### src/rtl/snake_pkg.sv
// Shared state encoding for the snake game controller and the display/VGA code.
package snake_pkg;

  localparam int unsigned STATE_W = 3;

  typedef enum logic [STATE_W-1:0] {
    ST_DIE     = 3'b000,
    ST_PLAY    = 3'b001,
    ST_START   = 3'b010,
    ST_WIN     = 3'b011,
    ST_PAUSE   = 3'b100,
    ST_RESPAWN = 3'b101
  } state_e;

  function automatic logic is_delay_state(input state_e s);
    return (s == ST_DIE) || (s == ST_WIN) || (s == ST_RESPAWN);
  endfunction

endpackage

### src/rtl/edge_rise.sv
// Registered rising-edge detector: evt is high one cycle after d goes 0->1.
module edge_rise (
  input  logic clk,
  input  logic rst,
  input  logic d,
  output logic evt
);

  logic prev_q, prev_d;
  logic evt_q, evt_d;

  always_comb begin
    prev_d = d;
    evt_d  = d & ~prev_q;
  end

  always_ff @(posedge clk) begin
    if (rst) begin
      prev_q <= 1'b0;
      evt_q  <= 1'b0;
    end else begin
      prev_q <= prev_d;
      evt_q  <= evt_d;
    end
  end

  assign evt = evt_q;

endmodule

### src/rtl/game_state_ctrl.sv
// Top-level snake game state controller: START/PLAY/PAUSE/RESPAWN/DIE/WIN with
// multi-life handling, edge-triggered keys and timed end/respawn phases.
module game_state_ctrl
  import snake_pkg::*;
#(
  parameter int unsigned BTN_W          = 4,
  parameter int unsigned BTN_ACTIVE_LOW = 1,
  parameter int unsigned LIVES          = 3,
  parameter int unsigned END_DELAY      = 10000000,
  parameter int unsigned RESPAWN_DELAY  = 2000000,
  parameter int unsigned CNT_W          = 32
) (
  input  logic               clk,
  input  logic               rst,
  input  logic [BTN_W-1:0]   btn,
  input  logic               pause_btn,
  input  logic               die,
  input  logic               win,
  output logic [STATE_W-1:0] state,
  output logic [2:0]         lives,
  output logic               game_clr,
  output logic               delay_busy
);

  localparam logic [2:0]       LIVES_INIT   = 3'(LIVES);
  localparam logic [CNT_W-1:0] END_LAST     = CNT_W'(END_DELAY - 1);
  localparam logic [CNT_W-1:0] RESPAWN_LAST = CNT_W'(RESPAWN_DELAY - 1);

  logic key_any;
  logic key_evt;
  logic pause_evt;

  assign key_any = (BTN_ACTIVE_LOW != 0) ? (btn != '1) : (btn != '0);

  edge_rise u_key_edge (
    .clk (clk),
    .rst (rst),
    .d   (key_any),
    .evt (key_evt)
  );

  edge_rise u_pause_edge (
    .clk (clk),
    .rst (rst),
    .d   (pause_btn),
    .evt (pause_evt)
  );

  state_e           state_q, state_d;
  logic [2:0]       lives_q, lives_d;
  logic [CNT_W-1:0] cnt_q, cnt_d;
  logic             game_clr_q, game_clr_d;

  always_comb begin
    state_d    = state_q;
    lives_d    = lives_q;
    game_clr_d = 1'b0;
    cnt_d      = cnt_q + CNT_W'(1);

    case (state_q)
      ST_START: begin
        if (key_evt) begin
          state_d    = ST_PLAY;
          game_clr_d = 1'b1;
          lives_d    = LIVES_INIT;
        end
      end
      ST_PLAY: begin
        if (die) begin
          if (lives_q > 3'd1) begin
            state_d = ST_RESPAWN;
            lives_d = lives_q - 3'd1;
          end else begin
            state_d = ST_DIE;
            lives_d = 3'd0;
          end
        end else if (win) begin
          state_d = ST_WIN;
        end else if (pause_evt) begin
          state_d = ST_PAUSE;
        end
      end
      ST_PAUSE: begin
        if (pause_evt) state_d = ST_PLAY;
      end
      ST_RESPAWN: begin
        if (cnt_q == RESPAWN_LAST) begin
          state_d    = ST_PLAY;
          game_clr_d = 1'b1;
        end
      end
      ST_DIE, ST_WIN: begin
        if (cnt_q == END_LAST) begin
          state_d = ST_START;
          lives_d = LIVES_INIT;
        end
      end
      default: state_d = ST_START;
    endcase

    // Counter only runs while dwelling in a timed state; any transition restarts it.
    if ((state_d != state_q) || !is_delay_state(state_q)) cnt_d = '0;
  end

  always_ff @(posedge clk) begin
    if (rst) begin
      state_q    <= ST_START;
      lives_q    <= LIVES_INIT;
      cnt_q      <= '0;
      game_clr_q <= 1'b0;
    end else begin
      state_q    <= state_d;
      lives_q    <= lives_d;
      cnt_q      <= cnt_d;
      game_clr_q <= game_clr_d;
    end
  end

  assign state      = state_q;
  assign lives      = lives_q;
  assign game_clr   = game_clr_q;
  assign delay_busy = is_delay_state(state_q);

endmodule

### config.mk
export PLATFORM = sky130hd
export DESIGN_NAME = game_state_ctrl
export DESIGN_NICKNAME = d
export VERILOG_FILES = /design/src/rtl/snake_pkg.sv /design/src/rtl/edge_rise.sv /design/src/rtl/game_state_ctrl.sv
export SDC_FILE = /design/constraint.sdc
export NUM_CORES = 1
export LEC_CHECK = 0
export CORE_ASPECT_RATIO = 0.5
export CORE_MARGIN = 3
export CORE_UTILIZATION = 35
export CTS_CLUSTER_SIZE = 24
export DETAILED_ROUTE_END_ITERATION = 10
export PLACE_DENSITY = 0.58
export SETUP_SLACK_MARGIN = 0.15
export SLEW_MARGIN = 20
export SYNTH_ARGS = -nofsm -noshare
export SYNTH_HDL_FRONTEND = slang
export SYNTH_HIERARCHICAL = 1
export SYNTH_SLANG_ARGS = --single-unit
### constraint.sdc
create_clock -name clk -period 4.4 [get_ports clk]
set_clock_uncertainty 0.15 [all_clocks]
set_input_delay 0.44 -clock clk [delete_from_list [all_inputs] [get_ports clk]]
set_output_delay 0.44 -clock clk [all_outputs]
set_load 0.01 [all_outputs]
==> results.tsv <==
metric	value	unit
top_usage_layer	met2	
critPathRequiredTime	4390	ps
yosysWarnings	6	
holdBufCountCts	0	
gp_congestion	0.7609	
syn-cell-area	0.002255	mm²
worst_path_largest_cell_delay	760	ps
drtAntennaViolNets	0	
worst_pin_slew	899.3	ps
max-slew-margin-rel	0.3978	
globalRouteMet2Util	0.2001	
viasPerCell	4.977	
power.leakage	0.8667	nW
crit_type	flip-flop to flip-flop	
io_pins	17	
drive_above_1_share	0.09328	
drt-initial-drc-count	67	
rows	19	
ctsResizeCount	0	
post-dp-hpwl	3.175	mm
final_util	0.4429	
pre_cts_ws	1629	ps
slew_violations	0	
end_kind	flip-flop	
nFillCells	580	
setup_ws	1702	ps
drc	0	
dieWidth	119.5	µm
first_pass_iters	4	
die_area	0.007500	mm²
port_buffers	16	
final_cell_count_no_fill	352	
grt_start_max_net_pins	20	
antenna_found_initial	0	
cap_violations	0	
synthArstFlopShare	0	
clk_path_buf_depth	2	
crit_path_cell_trace	inv_1 -> o211ai_1 -> o22ai_1 -> a2bb2oi_2 -> nor2_1	
syn_inst	255	
antenna_cells	0	
crit_fanout	19	
met1_usage	0.1782	
status	completed	
fin_hold_ws	252.8	ps
cts_buffers	5	
dp.cells	344	
vias	1752	
ys_types	49	
area_growth	14.87	%
grt_first_pass_wirelength	8.121	mm
cts.sinks	43	
clock_latency	270	ps
gr-usage-all-layers	0.1294	
routedWlPerCell	12.52	µm
slowest_stage	o211ai_1	
vdd_drop_max	0.1374	mV
hold_violations	0	
finalCriticalPeriod	2698	ps
synth-main-ff-cell	dfxtp_1	
rsz0062_at_grt	no	
grt_pass1_vias	1742	
cts-root-buf	clkbuf_16	
post_cts_buffers	0	
worstHoldPathType	flip-flop to flip-flop	
finalWirelength	4.407	mm
setup_viol	0	
synth-seq-cells	43	
max_freq	0.3706	GHz
start_kind	flip-flop	
clkTransAtPathRegs	60	ps
r2r_setup_slack	1700	ps
grt.overflow.total	0	
setup-tns-final	0	ps
synth_nets	267	
arrival	2690	ps
start_util	0.3855	
avgSynthCellArea	8.842	µm²
die_y	62.76	µm
cts_tree	done	
pwr_density_cell	324.0	mW/mm²
grt_use_met3	0.03526	
fin_crit_sh	0.6132	
fin_nets	279	
htreeDepth	2	
coreArea	0.005848	mm²
yosysSeqAreaShare	0.3818	
synth_edf_count	0	
-- layout by cell type (no fill, tap or decap), types with 6 or more instances in the layout --
cell,instances
nand3_1,10
nor2b_1,6
o21ai_0,8
a21oi_1,6
inv_1,10
nor2_1,41
xor2_1,8
dfxtp_1,43
clkdlybuf4s50_1,16
xnor2_1,21
nor3_1,12
nand2_1,14
nand4_1,6
and4_1,6
-- path summary, 6_finish.rpt --
kind	startpoint	endpoint	cells after the start
max	state[0]$_SDFF_PP0_	cnt_q[23]$_SDFF_PP0_	5
min	u_pause_edge/prev_q$_SDFF_PP0_	u_pause_edge/evt$_SDFF_PP0_	1
max reg2reg	state[0]$_SDFF_PP0_	cnt_q[23]$_SDFF_PP0_	5
min reg2reg	u_pause_edge/prev_q$_SDFF_PP0_	u_pause_edge/evt$_SDFF_PP0_	1
-- state kept, by name (all words and copies together), names as in the netlist --
register,flops
cnt_q,32
lives,3
state,3
game_clr,1
u_key_edge/evt,1
u_key_edge/prev_q,1
u_pause_edge/evt,1
u_pause_edge/prev_q,1
-- cells in the mapped netlist, types with 2 or more instances --
library cell / n / share of area
buf_2: 4 / 0.0089
nand3_1: 10 / 0.022
nor4_4: 2 / 0.019
nor4bb_1: 2 / 0.0089
xor2_1: 8 / 0.031
a21oi_1: 6 / 0.013
mux2i_1: 2 / 0.0089
nor3_1: 12 / 0.027
or3_1: 3 / 0.0083
nor2b_1: 6 / 0.017
ha_1: 3 / 0.017
a21o_1: 3 / 0.010
nor3b_2: 4 / 0.022
clkbuf_1: 2 / 0.0033
inv_1: 10 / 0.017
nor3b_1: 3 / 0.010
buf_4: 3 / 0.010
nand4_1: 6 / 0.017
nor4b_2: 2 / 0.013
a31oi_1: 2 / 0.0055
nor4_1: 4 / 0.011
xnor2_1: 21 / 0.082
nor2_1: 41 / 0.068
and3_1: 2 / 0.0055
a211oi_1: 2 / 0.0067
and4_1: 6 / 0.023
o21ai_0: 8 / 0.018
nand2_1: 14 / 0.023
buf_6: 2 / 0.010
dfxtp_1: 43 / 0.38
-- final cells by class --
class | count | area, µm² | area share
Sequential cell | 43 | 860.8 | 0.3324
Clock buffer | 5 | 125.1 | 0.04831
Clock inverter | 3 | 15.01 | 0.005797
Tap cell | 84 | 105.1 | 0.04058
Timing Repair Buffer | 17 | 167.7 | 0.06473
Inverter | 10 | 37.54 | 0.01449
Multi-Input combinational cell | 190 | 1279 | 0.4937
-- metrics by stage --
step           instance area (µm²)  total power, W
3_5_place_dp                  2450       0.0004988
3_3_place_gp                  2450       0.0004970
5_1_grt                       2590       0.0008813
4_1_cts                       2590       0.0008490
6_report                      2590       0.0008390
2_1_floorplan                 2255       0.0004744
-- power by group --
part           leakage [nW]  internal, W  switching, W
logic                 0.445    0.0000371     0.0000401
clock network        0.0733     0.000207      0.000143
registers             0.348     0.000398     0.0000137
-- critical path: cells and delay by family, from the launching register on --
family,cells,cell delay (ps)
AO/OA/AOI/OAI,3,1460
buffers and inverters,1,130
AND/OR/NAND/NOR,1,120
flip-flops,1,690
-- routing by layer --
| layer | vias to the layer above | wire, µm |
|---|---|---|
| met4 | 0 | 21 |
| met1 | 822 | 2356 |
| met3 | 2 | 139 |
| li1 | 909 | - |
| met2 | 19 | 1889 |
| met5 | - | 0 |
-- kinds of logic (layout without fill, tap and decap cells) --
logic type	Yosys count	after routing	share of synthesized area
buffers and inverters	22	35	0.05105
DFF	43	43	0.3818
and+or+nand+nor	126	126	0.3385
AOI/OAI and AO/OA	30	30	0.09046
adders and majority gates	3	3	0.01665
xor gates and xnor gates	29	29	0.1127
muxes	2	2	0.008879
No activity file was read; power rests on OpenSTA's default activity.
